<file path="config.mk">
export PLATFORM = sky130hd
export DESIGN_NAME = axi_r_fifo
export DESIGN_NICKNAME = d
export VERILOG_FILES = /design/src/rtl/axi_r_fifo.sv
export SDC_FILE = /design/constraint.sdc
export NUM_CORES = 1
export LEC_CHECK = 0
export CAP_MARGIN = 20
export CORE_UTILIZATION = 60
export DETAILED_ROUTE_END_ITERATION = 12
export GPL_ROUTABILITY_DRIVEN = 0
export PLACE_DENSITY = 0.85
export SLEW_MARGIN = 20
export SYNTH_ARGS = -nofsm -noshare
export SYNTH_HDL_FRONTEND = slang
export SYNTH_SLANG_ARGS = --single-unit
</file>
<file path="constraint.sdc">
create_clock -name ACLK -period 5.01 [get_ports ACLK]
set_input_delay 1.002 -clock ACLK [delete_from_list [all_inputs] [get_ports ACLK]]
set_output_delay 1.002 -clock ACLK [all_outputs]
set_load 0.02 [all_outputs]
</file>
<file path="src/rtl/axi_r_fifo.sv">
// AXI read-data channel buffer: a DEPTH-entry circular FIFO for {RID, RDATA, RRESP, RLAST}.
// It has no fall-through path and tracks the occupancy and the number of stored burst ends.
module axi_r_fifo #(
   parameter int WIDTH_ID   = 4,
   parameter int WIDTH_DA   = 32,
   parameter int DEPTH_LOG2 = 2
) (
   input  logic                  ACLK,
   input  logic                  ARESET,
   input  logic [WIDTH_ID-1:0]   S_RID,
   input  logic [WIDTH_DA-1:0]   S_RDATA,
   input  logic [1:0]            S_RRESP,
   input  logic                  S_RLAST,
   input  logic                  S_RVALID,
   output logic                  S_RREADY,
   output logic [WIDTH_ID-1:0]   M_RID,
   output logic [WIDTH_DA-1:0]   M_RDATA,
   output logic [1:0]            M_RRESP,
   output logic                  M_RLAST,
   output logic                  M_RVALID,
   input  logic                  M_RREADY,
   output logic [DEPTH_LOG2:0]   LEVEL,
   output logic [DEPTH_LOG2:0]   BURSTS
);

   localparam int DEPTH   = 1 << DEPTH_LOG2;
   localparam int WIDTH_E = WIDTH_ID + WIDTH_DA + 3;
   localparam logic [DEPTH_LOG2:0]   FULL_LEVEL = (DEPTH_LOG2 + 1)'(DEPTH);
   localparam logic [DEPTH_LOG2:0]   ONE_CNT    = (DEPTH_LOG2 + 1)'(1);
   localparam logic [DEPTH_LOG2-1:0] ONE_PTR    = DEPTH_LOG2'(1);

   logic [WIDTH_E-1:0]    mem_reg [DEPTH];
   logic [DEPTH-1:0]      wr_en;
   logic [DEPTH_LOG2-1:0] wr_ptr_reg, wr_ptr_next;
   logic [DEPTH_LOG2-1:0] rd_ptr_reg, rd_ptr_next;
   logic [DEPTH_LOG2:0]   level_reg, level_next;
   logic [DEPTH_LOG2:0]   bursts_reg, bursts_next;
   logic                  push, pop;
   logic                  last_in, last_out;
   logic [WIDTH_E-1:0]    head;

   // Readiness depends only on occupancy, never on M_RREADY, so a full buffer
   // refuses a beat even in a cycle where it is also being drained.
   assign S_RREADY = (level_reg != FULL_LEVEL) && !ARESET;
   assign M_RVALID = (level_reg != '0);
   assign push     = S_RVALID && S_RREADY;
   assign pop      = M_RVALID && M_RREADY;
   assign last_in  = push && S_RLAST;
   assign last_out = pop && M_RLAST;

   assign head = M_RVALID ? mem_reg[rd_ptr_reg] : '0;
   assign {M_RID, M_RDATA, M_RRESP, M_RLAST} = head;

   assign LEVEL  = level_reg;
   assign BURSTS = bursts_reg;

   for (genvar gi = 0; gi < DEPTH; gi++) begin : g_wr_en
      assign wr_en[gi] = push && (wr_ptr_reg == DEPTH_LOG2'(gi));
   end

   // Storage is cleared on reset so that no stale beat can ever be presented again.
   always_ff @(posedge ACLK) begin
      for (int i = 0; i < DEPTH; i++) begin
         if (ARESET) begin
            mem_reg[i] <= '0;
         end else if (wr_en[i]) begin
            mem_reg[i] <= {S_RID, S_RDATA, S_RRESP, S_RLAST};
         end
      end
   end

   always_comb begin
      wr_ptr_next = push ? wr_ptr_reg + ONE_PTR : wr_ptr_reg;
      rd_ptr_next = pop  ? rd_ptr_reg + ONE_PTR : rd_ptr_reg;
      level_next  = level_reg;
      bursts_next = bursts_reg;
      case ({push, pop})
         2'b10:   level_next = level_reg + ONE_CNT;
         2'b01:   level_next = level_reg - ONE_CNT;
         default: level_next = level_reg;
      endcase
      case ({last_in, last_out})
         2'b10:   bursts_next = bursts_reg + ONE_CNT;
         2'b01:   bursts_next = bursts_reg - ONE_CNT;
         default: bursts_next = bursts_reg;
      endcase
   end

   always_ff @(posedge ACLK) begin
      if (ARESET) begin
         wr_ptr_reg <= '0;
         rd_ptr_reg <= '0;
         level_reg  <= '0;
         bursts_reg <= '0;
      end else begin
         wr_ptr_reg <= wr_ptr_next;
         rd_ptr_reg <= rd_ptr_next;
         level_reg  <= level_next;
         bursts_reg <= bursts_next;
      end
   end

endmodule

</file>
# Word level (Yosys, flattened, before mapping)
# Memories as Yosys holds them, arrays and structs flattened. A register that Yosys moved wholly into a read port is not among the register bits.
# Index checks and enable logic that the tools add are counted.
classes:
  add_sub_neg: 6
  n_mul: 0
  n_div: 0
  n_lt_le_gt_ge: 0
  eq_ne: 8
  n_shift: 0
  mux: 23
  bitwise_logic: 4
  n_reduce_logical: 14
op_table:
  columns: ["op", "n"]
  rows:
  - ["$mux W39", 5]
  - ["$mux W1", 14]
  - ["$pmux W3 S2", 2]
  - ["$logic_and A1 B1 Y1", 9]
  - ["$eq A2 B2 Y1 const B", 4]
  - ["$add A3 B1 Y3 const B", 2]
  - ["$eq A2 B1 Y1 const B", 3]
  - ["$sub A3 B1 Y3 const B", 2]
  - ["$add A2 B1 Y2 const B", 2]
  - ["$mux W2", 2]
  - ["$or A1 B1 Y1", 4]
  - ["$reduce_bool A2 Y1", 2]
  - ["$ne A3 B3 Y1 const B", 1]
  - ["$reduce_bool A3 Y1", 1]
  - ["$logic_not A2 Y1", 1]
  - ["$logic_not A1 Y1", 1]
totals:
  register_bits: 10
  latch_bits: 0
  ramBits: 156
  romBits: 0
  input_bits: 43
  wordCells: 60
  memories: 1
memory_table:
  columns: ["name", "depth", "width", "rd", "rd_ports_with_merged_regs", "wr", "line_no", "source"]
  rows:
  - ["mem_reg", 4, 39, 1, 1, 4, "32", "logic [WIDTH_E-1:0] mem_reg [DEPTH];"]

# Longest topological paths before layout
# Gate-level depths: netlist (run 1).
logic_depth:
  depth_word: 8
  mapped_depth: 9
  depth_no_buf: 9

# Worst setup path after synthesis (run 1)
# No wires, ideal clock.
synth_timing:
  kind: "input port to flip-flop"
  startpoint: "input port ARESET"
  endpoint: "register bursts_reg[2], in the netlist BURSTS[2]"
  setup_time_ns: 0.070
  t_arrival_ns: 2.525
  required_ns: 4.940
  slack_ns: 2.415
  cell_stages: 9
  path_buffers: 0
  cell_sequence: "nand2b_2 nor2_1 nand2_1 ha_1 inv_1 fa_1 xor2_1 or3_1 a21oi_1"
synth_between:
  elab_chain_cells: 6
  word_cells_on_any_way: 8
  classes_between: "2 x eq/ne; 1 x mux; 5 x reduce/logical"
synth_lines:
  columns: ["element", "line_no", "source"]
  rows:
  - ["start, declared", "9", "input logic ARESET,"]
  - ["$logic_not A1 Y1", "44", "assign S_RREADY = (level_reg != FULL_LEVEL) && !ARESET;"]
  - ["$logic_and A1 B1 Y1", "44", null]
  - ["$logic_and A1 B1 Y1", "46", "assign push = S_RVALID && S_RREADY;"]
  - ["$logic_and A1 B1 Y1", "48", "assign last_in = push && S_RLAST;"]
  - ["$eq A2 B1 Y1 or $eq A2 B2 Y1 (tied branches)", "82", "case ({last_in, last_out})"]
  - ["$pmux W3 S2 or $reduce_bool A2 Y1 (tied branches)", null, null]
  - ["end signal, assigned", "99", "bursts_reg <= bursts_next;"]
  - ["end, declared", "37", "logic [DEPTH_LOG2:0] bursts_reg, bursts_next;"]
# Several ways; a longest one is shown, not always the timed one.
# A chain may end at the register's enable or synchronous reset.

==> reports/results.ini, run 1 <==
[layout]
n_fill_cell = 796
layout-drive-gt1-share_pct = 15.2
final_area_mm2 = 0.00926
largest_register_ffs = 156
fin_util_pct = 75.8
syn2layout_area_growth_pct = 21.0
n_antenna_cell = 0
final_nets = 630

[clock_tree]
clk_path_buf_depth = 2
postCtsSetupBuffers = 0
clk_latency_ns = 0.43
ctsResizeCount = 0
numCtsBuffers = 17
cts_max_level = 4
clk_pin_slew_worst_paths_ns = 0.07
cts_root_buffer = clkbuf_16
cts_hold_buf = 0
cts_tree = built
cts.sinks = 168

[logic_synthesis]
synth_most_common_cell = and2_1
seq_area_frac_synth_pct = 64.4
synth_cells = 495
yosys-top-cells-count = and2_1, edfxtp_1, mux4_2
avgSynthCellArea_um2 = 15.5
synth_area_mm2 = 0.00765
postSynth.asyncResetShare_pct = 0
synth_ff_type = edfxtp_1
synth_nets = 546
synthDistinctLibCells = 26
synth_top_area_share_pct = 61.2
yosys_warnings = 0
synth_seq_cells = 168
synth_edf_count = 156
netlist_top_cells_area = edfxtp_1, and2_1, mux4_2
yosysTopAreaCell = edfxtp_1

[global_route]
antenna_found_initial = 0
grt_first_pass_wirelength_um = 23600
grt-ovfl-total = 0
grtUsageTotal_pct = 25.0
grt_max_degree = 44
grt_pass1_vias = 4490

[worst_setup_path]
arrival_ns = 2.71
slowest_delay_ns = 0.87
start_kind = flip-flop
cp_data_required_time_ns = 4.01
ff2ff_path_depth = 8
critical_path_class = flip-flop to primary output
cp_max_fo = 39
reg2reg_setup_slack_ns = 1.99
worstReg2RegEnd = BURSTS[2]$_SDFFE_PP0P_
cp_slowest_cell = dfxtp_4
endpoint_kind = primary output
path_cells = mux4_2, and2_1, clkdlybuf4s50_1
crit_end = M_RLAST

[detailed_routing]
first_pass_iters = 5
routedWlPerCell_um = 19.8
routed_via_density = 5.66
drt_iter0_markers = 266
ant_nets = 0
vias = 4304
drc = 0
wl_um = 15100

[floorplanning]
fp.coreArea_mm2 = 0.0122
start_util_pct = 62.6
ios = 90
die_w_um = 115
die_h_um = 115
num_rows = 40
design.die.area_mm2 = 0.0132

[timing]
tns_ns = 0
grt_setup_unrepaired = false
skew_ns = 0.00743
slew_headroom_pct = 28.5
final_hold_viol_count = 0
max_freq_mhz = 269
slew_viol_final = 0
setup_viol = 0
tightest_slew_ns = 1.07
fin_crit_ns = 3.71
fin_crit_sh_pct = 74.1

[run_status]
outcome = complete, no violations

[pwr]
leakage_uw = 0.00333
power_density_mw_per_mm2 = 457
vdd_drop_max_v = 0.000330

[min_path]
hp-class = flip-flop to flip-flop

[run]
drv_cap = 0

[placement]
dpl_cell_area_mm2 = 0.00866
io_buffers = 89
hpwlAfterDp_um = 8390

-- worst min-delay path by stage --
stage,start,endpoint,slack (ns),cells past startpoint
6_report,rd_ptr_reg[0]$_SDFFE_PP0P_,flip-flop,0.51,2
5_1_grt,wr_ptr_reg[0]$_SDFFE_PP0P_,wr_ptr_reg[0]$_SDFFE_PP0P_,0.54,1
4_1_cts,rd_ptr_reg[0]$_SDFFE_PP0P_,flip-flop,0.51,2
3_5_place_dp,rd_ptr_reg[0]$_SDFFE_PP0P_,flip-flop,0.50,2
3_3_place_gp,BURSTS[2]$_SDFFE_PP0P_,BURSTS[2]$_SDFFE_PP0P_,0.48,2
2_1_floorplan,wr_ptr_reg[0]$_SDFFE_PP0P_,wr_ptr_reg[0]$_SDFFE_PP0P_,0.48,1
-- where the power goes --
part           total, uW  switching (uW)  leakage (uW)  internal, uW
logic               1110             528       0.00133           582
clock network       1290             545      0.000277           743
registers           1830             147       0.00172          1690
total               4230            1220       0.00333          3010
-- metrics by stage --
step | hold slack, ns | setup WS, ns | power [uW] | instances
5_1_grt | 0.544 | 1.15 | 4400 | 760
2_1_floorplan | 0.475 | 2.41 | 2520 | 495
3_3_place_gp | 0.477 | 1.34 | 2950 | 728
4_1_cts | 0.512 | 1.24 | 4260 | 760
6_report | 0.511 | 1.30 | 4230 | 760
3_5_place_dp | 0.503 | 1.15 | 2980 | 728
-- critical path: cells and delay by family, from the launching register on --
kind	cells	cell delay, ns
DFF	1	0.87
muxes	1	0.65
and+or+nand+nor	1	0.19
buffers and inverters	1	0.54
-- cell usage in the layout, fill, tap and decap left out, types with 5 or more instances in the layout --
master	synthesis	layout
and2_1	192	192
edfxtp_1	156	156
clkdlybuf4s50_1	0	89
mux4_2	39	39
clkbuf_16	0	17
nor2_1	11	11
dfxtp_1	12	10
inv_1	9	9
ha_1	6	6
buf_4	0	6
nor3b_4	1	5
and3_1	5	5
xor2_1	5	5
inv_6	0	5
-- cells by family after synthesis --
logic type | Yosys count | synth area share, %
buf+inv | 39 | 2.63
compound gates | 9 | 0.638
simple gates | 225 | 18.5
fa+ha+maj | 8 | 1.50
flops | 168 | 64.4
xor+xnor | 5 | 0.572
mux | 41 | 11.8
-- metal layers --
metal | wire, um | track usage (%)
met1 | 5830 | 29.8
met2 | 8020 | 44.1
met3 | 1020 | 6.59
met4 | 202 | 8.92
met5 | 0 | 0
-- area by class of cell --
type,instances,area [um2],share of cell area [%]
multi-input combinational,288,2550,27.6
clock inverter,15,169,1.82
clock buffer,17,425,4.60
timing repair buffer,95,936,10.1
inverter,9,33.8,0.365
sequential,168,4930,53.3
tap,168,210,2.27
Power figures use the tool's default switching activity.
==> run 2: changes to the inputs <==
--- a/config.mk
+++ b/config.mk
@@ -6,10 +6,10 @@
 export NUM_CORES = 1
 export LEC_CHECK = 0
 export CAP_MARGIN = 20
-export CORE_UTILIZATION = 60
+export CORE_UTILIZATION = 51
 export DETAILED_ROUTE_END_ITERATION = 12
 export GPL_ROUTABILITY_DRIVEN = 0
-export PLACE_DENSITY = 0.85
+export PLACE_DENSITY = 0.77
 export SLEW_MARGIN = 20
 export SYNTH_ARGS = -nofsm -noshare
 export SYNTH_HDL_FRONTEND = slang
==> constraint.sdc (replaced) <==
create_clock -name ACLK -period 3.2 [get_ports ACLK]
set_input_delay 0.64 -clock ACLK [delete_from_list [all_inputs] [get_ports ACLK]]
set_output_delay 0.64 -clock ACLK [all_outputs]
set_load 0.02 [all_outputs]
==> run 2 against run 1 <==
Against the previous run:
- clock-buffer cell count is 7 higher
- cell count is 3.9% higher
- clock power is 64% higher
- first-iteration DRC count is 13% higher
- via count is 0.81% lower
- utilization is 11 points lower
- register-to-register slack worse by 1.4 ns
- non-clock buffer count is 14 higher
- flip-flop and latch count stayed put
- sequential power is 50% higher
- combinational power is 77% higher
- critical endpoint unchanged
- largest cell class unchanged
==> reports/results.ini, run 2 (synthesis results as in run 1) <==
[worst_setup_path]
ff2ff_path_depth = 9  ; was 8
cp_top_family = buffers and inverters  ; was flip-flops
worstReg2RegEnd = LEVEL[2]$_SDFFE_PP0P_  ; was BURSTS[2]$_SDFFE_PP0P_
critical_path_class = flip-flop to primary output  ; unchanged
cp_data_required_time_ns = 2.56  ; was 4.01 ns
reg2reg_setup_slack_ns = 0.64  ; was 1.99 ns
rr_startpoint = LEVEL[0]$_SDFFE_PP0P_
slowest_delay_ns = 0.58  ; was 0.87 ns
endpoint_kind = primary output  ; unchanged
cp_slowest_cell = clkdlybuf4s50_1  ; was dfxtp_4
cp_max_fo = 9  ; was 39
cp_num_buf_inv = 2  ; was 1
arrival_ns = 2.31  ; was 2.71 ns
start_kind = flip-flop  ; unchanged
path_cells = buf_4, mux4_2, and2_1, clkdlybuf4s50_1  ; was mux4_2, and2_1, clkdlybuf4s50_1

[floorplanning]
start_util_pct = 52.4  ; was 62.6%
die_h_um = 124  ; was 115 um
design.die.area_mm2 = 0.0155  ; was 0.0132 mm2
ios = 90  ; unchanged
die_w_um = 124  ; was 115 um
num_rows = 44  ; was 40
fp.coreArea_mm2 = 0.0146  ; was 0.0122 mm2

[global_route]
grt_first_pass_wirelength_um = 24700  ; was 23600 um
grt_use_met3_pct = 4.98  ; was 6.59%
grtUsageMet2_pct = 36.1  ; was 44.1%
grt-ovfl-total = 0  ; unchanged
antenna_found_initial = 0  ; unchanged
grtUsageTotal_pct = 21.4  ; was 25.0%
grt_pass1_vias = 4599  ; was 4490
busiest_layer = met2  ; unchanged
grt_util_met1_pct = 27.3  ; was 29.8%
grt_max_degree = 44  ; unchanged

[pwr]
leakage_uw = 0.00346  ; was 0.00333 uW
intPower_uw = 4950  ; was 3010 uW
seq_power_share_pct = 40.1  ; was 43.3%
p_sw_share_pct = 27.4  ; was 28.8%
power_density_mw_per_mm2 = 721  ; was 457 mW/mm2
fin_total_pwr_uw = 6830  ; was 4230 uW
clkPwrFrac_pct = 31.0  ; was 30.4%
power_frac_comb_pct = 28.9  ; was 26.2%
p_sw_uw = 1870  ; was 1220 uW
vdd_drop_max_v = 0.000575  ; was 0.000330 V

[clock_tree]
clk_latency_ns = 0.42  ; was 0.43 ns
cts_root_buffer = clkbuf_16  ; unchanged
clk_pin_slew_worst_paths_ns = 0.06  ; was 0.07 ns
cts_hold_buf = 0  ; unchanged
cts_max_level = 4  ; unchanged
numCtsBuffers = 17  ; unchanged
clk_path_buf_depth = 2  ; unchanged
cts_tree = built  ; unchanged
cts.sinks = 168  ; unchanged

[run_status]
outcome = complete, no violations  ; unchanged

[timing]
slew_headroom_pct = 68.5  ; was 28.5%
final_hold_viol_count = 0  ; unchanged
setup_viol = 0  ; unchanged
max_freq_mhz = 339
tns_ns = 0  ; unchanged
fin_crit_sh_pct = 92.1
tightest_slew_ns = 0.467  ; was 1.07 ns
fin_crit_ns = 2.95
skew_ns = 0.00741  ; was 0.00743 ns
grt_setup_unrepaired = false  ; unchanged
slew_viol_final = 0  ; unchanged
hold_slack_ns = 0.527  ; was 0.511 ns

[layout]
n_antenna_cell = 0  ; unchanged
regArea_mm2 = 0.00493  ; unchanged
largest_register_ffs = 156  ; unchanged
final_cell_mix = and2_1, edfxtp_1, clkdlybuf4s50_1, mux4_2, clkbuf_16  ; unchanged
multi_input_comb_area_mm2 = 0.00255  ; about the same
syn2layout_area_growth_pct = 23.8  ; was 21.0%
final_common_cell = and2_1  ; unchanged
n_fill_cell = 1025  ; was 796
layout-drive-gt1-share_pct = 16.8  ; was 15.2%
final_nets = 644  ; was 630

[min_path]
hp-start = BURSTS[2]$_SDFFE_PP0P_  ; was rd_ptr_reg[0]$_SDFFE_PP0P_
hp-class = flip-flop to flip-flop  ; unchanged
holdPathEnd = BURSTS[2]$_SDFFE_PP0P_
min_path_cells = 2  ; unchanged

[detailed_routing]
first_pass_iters = 4  ; was 5
routed_via_density = 5.40  ; was 5.66
wl_um = 15400  ; was 15100 um
routedWlPerCell_um = 19.5  ; was 19.8 um
vias = 4269  ; was 4304
drt_iter0_markers = 300  ; was 266
ant_nets = 0  ; unchanged
drc = 0  ; unchanged

[run]
drv_cap = 0  ; unchanged

[placement]
hpwlAfterDp_um = 8670  ; was 8390 um
io_buffers = 89  ; unchanged

==> run 2: cell count changes in the layout (fill, tap and decap cells not counted), sizes merged <==
cell	previous run	this run
clkbuf	17	24
buf	6	20
inv	14	9
clkinvlp	4	1
bufinv	2	3
==> run 2: cell type report <==
cell class	count	share of cell area, %
Inverter	9	0.357
Sequential cell	168	52.0
Tap cell	184	2.43
Clock inverter	8	1.24
Clock buffer	24	5.30
Multi-Input combinational cell	288	26.9
Timing Repair Buffer	109	11.7
==> run 2: power by group through the flow <==
| stage | sequential [uW] | combinational, uW | clock, uW |
|---|---|---|---|
| 6_report | 2740 | 1970 | 2110 |
| 5_1_grt | 2760 | 2120 | 2230 |
| 4_1_cts | 2760 | 1950 | 2140 |
| 3_5_place_dp | 2810 | 1940 | 0 |
| 3_3_place_gp | 2790 | 1920 | 0 |
| 2_1_floorplan | 2760 | 1180 | 0 |
==> run 2: metal layers <==
layer  vias up  part of all wire [%]
met1      2148                    43
met4         0                   1.4
met3        20                   4.8
li1       1977                     -
met2       124                    50
met5         -                     0
==> run 2: how the worst max path moves through the flow <==
| stage | end | cells after the start | slack, ns | startpoint |
|---|---|---|---|---|
| 6_report | M_RLAST | 4 | 0.25 | flip-flop |
| 2_1_floorplan | BURSTS[2]$_SDFFE_PP0P_ | 9 | 0.88 | LEVEL[2]$_SDFFE_PP0P_ |
| 4_1_cts | M_RDATA[5] | 4 | 0.06 | flip-flop |
| 3_3_place_gp | BURSTS[2]$_SDFFE_PP0P_ | 10 | 0.42 | ARESET |
| 3_5_place_dp | BURSTS[2]$_SDFFE_PP0P_ | 10 | 0.34 | ARESET |
| 5_1_grt | M_RDATA[7] | 4 | 0.15 | flip-flop |
==> run 2: repair_timing <==
item / 4_1_cts / 5_1_grt
resized for setup: 0 / 1
setup endpoints to repair: 0 / 3
buffers inserted: 0 / 3
==> run 2: worst reg2reg max path, cell delays in order (launching register included) <==
cell     delay [ns]
dfxtp_1        0.47
or3_1          0.15
buf_4          0.38
and2_1         0.26
ha_1           0.20
inv_1          0.06
fa_1           0.38
xor2_1         0.16
or3_1          0.30
a21oi_1        0.14
==> run 2: through the flow <==
stage               util, %  cells  cell area, um2  worst slack [ns]
floorplan                 -    495            7650             0.880
global placement       60.5    755            8820             0.423
detailed placement     60.5    755            8820             0.339
CTS                    64.7    787            9440            0.0649
global route           64.9    790            9470             0.149
finish                 64.9    790            9470             0.253
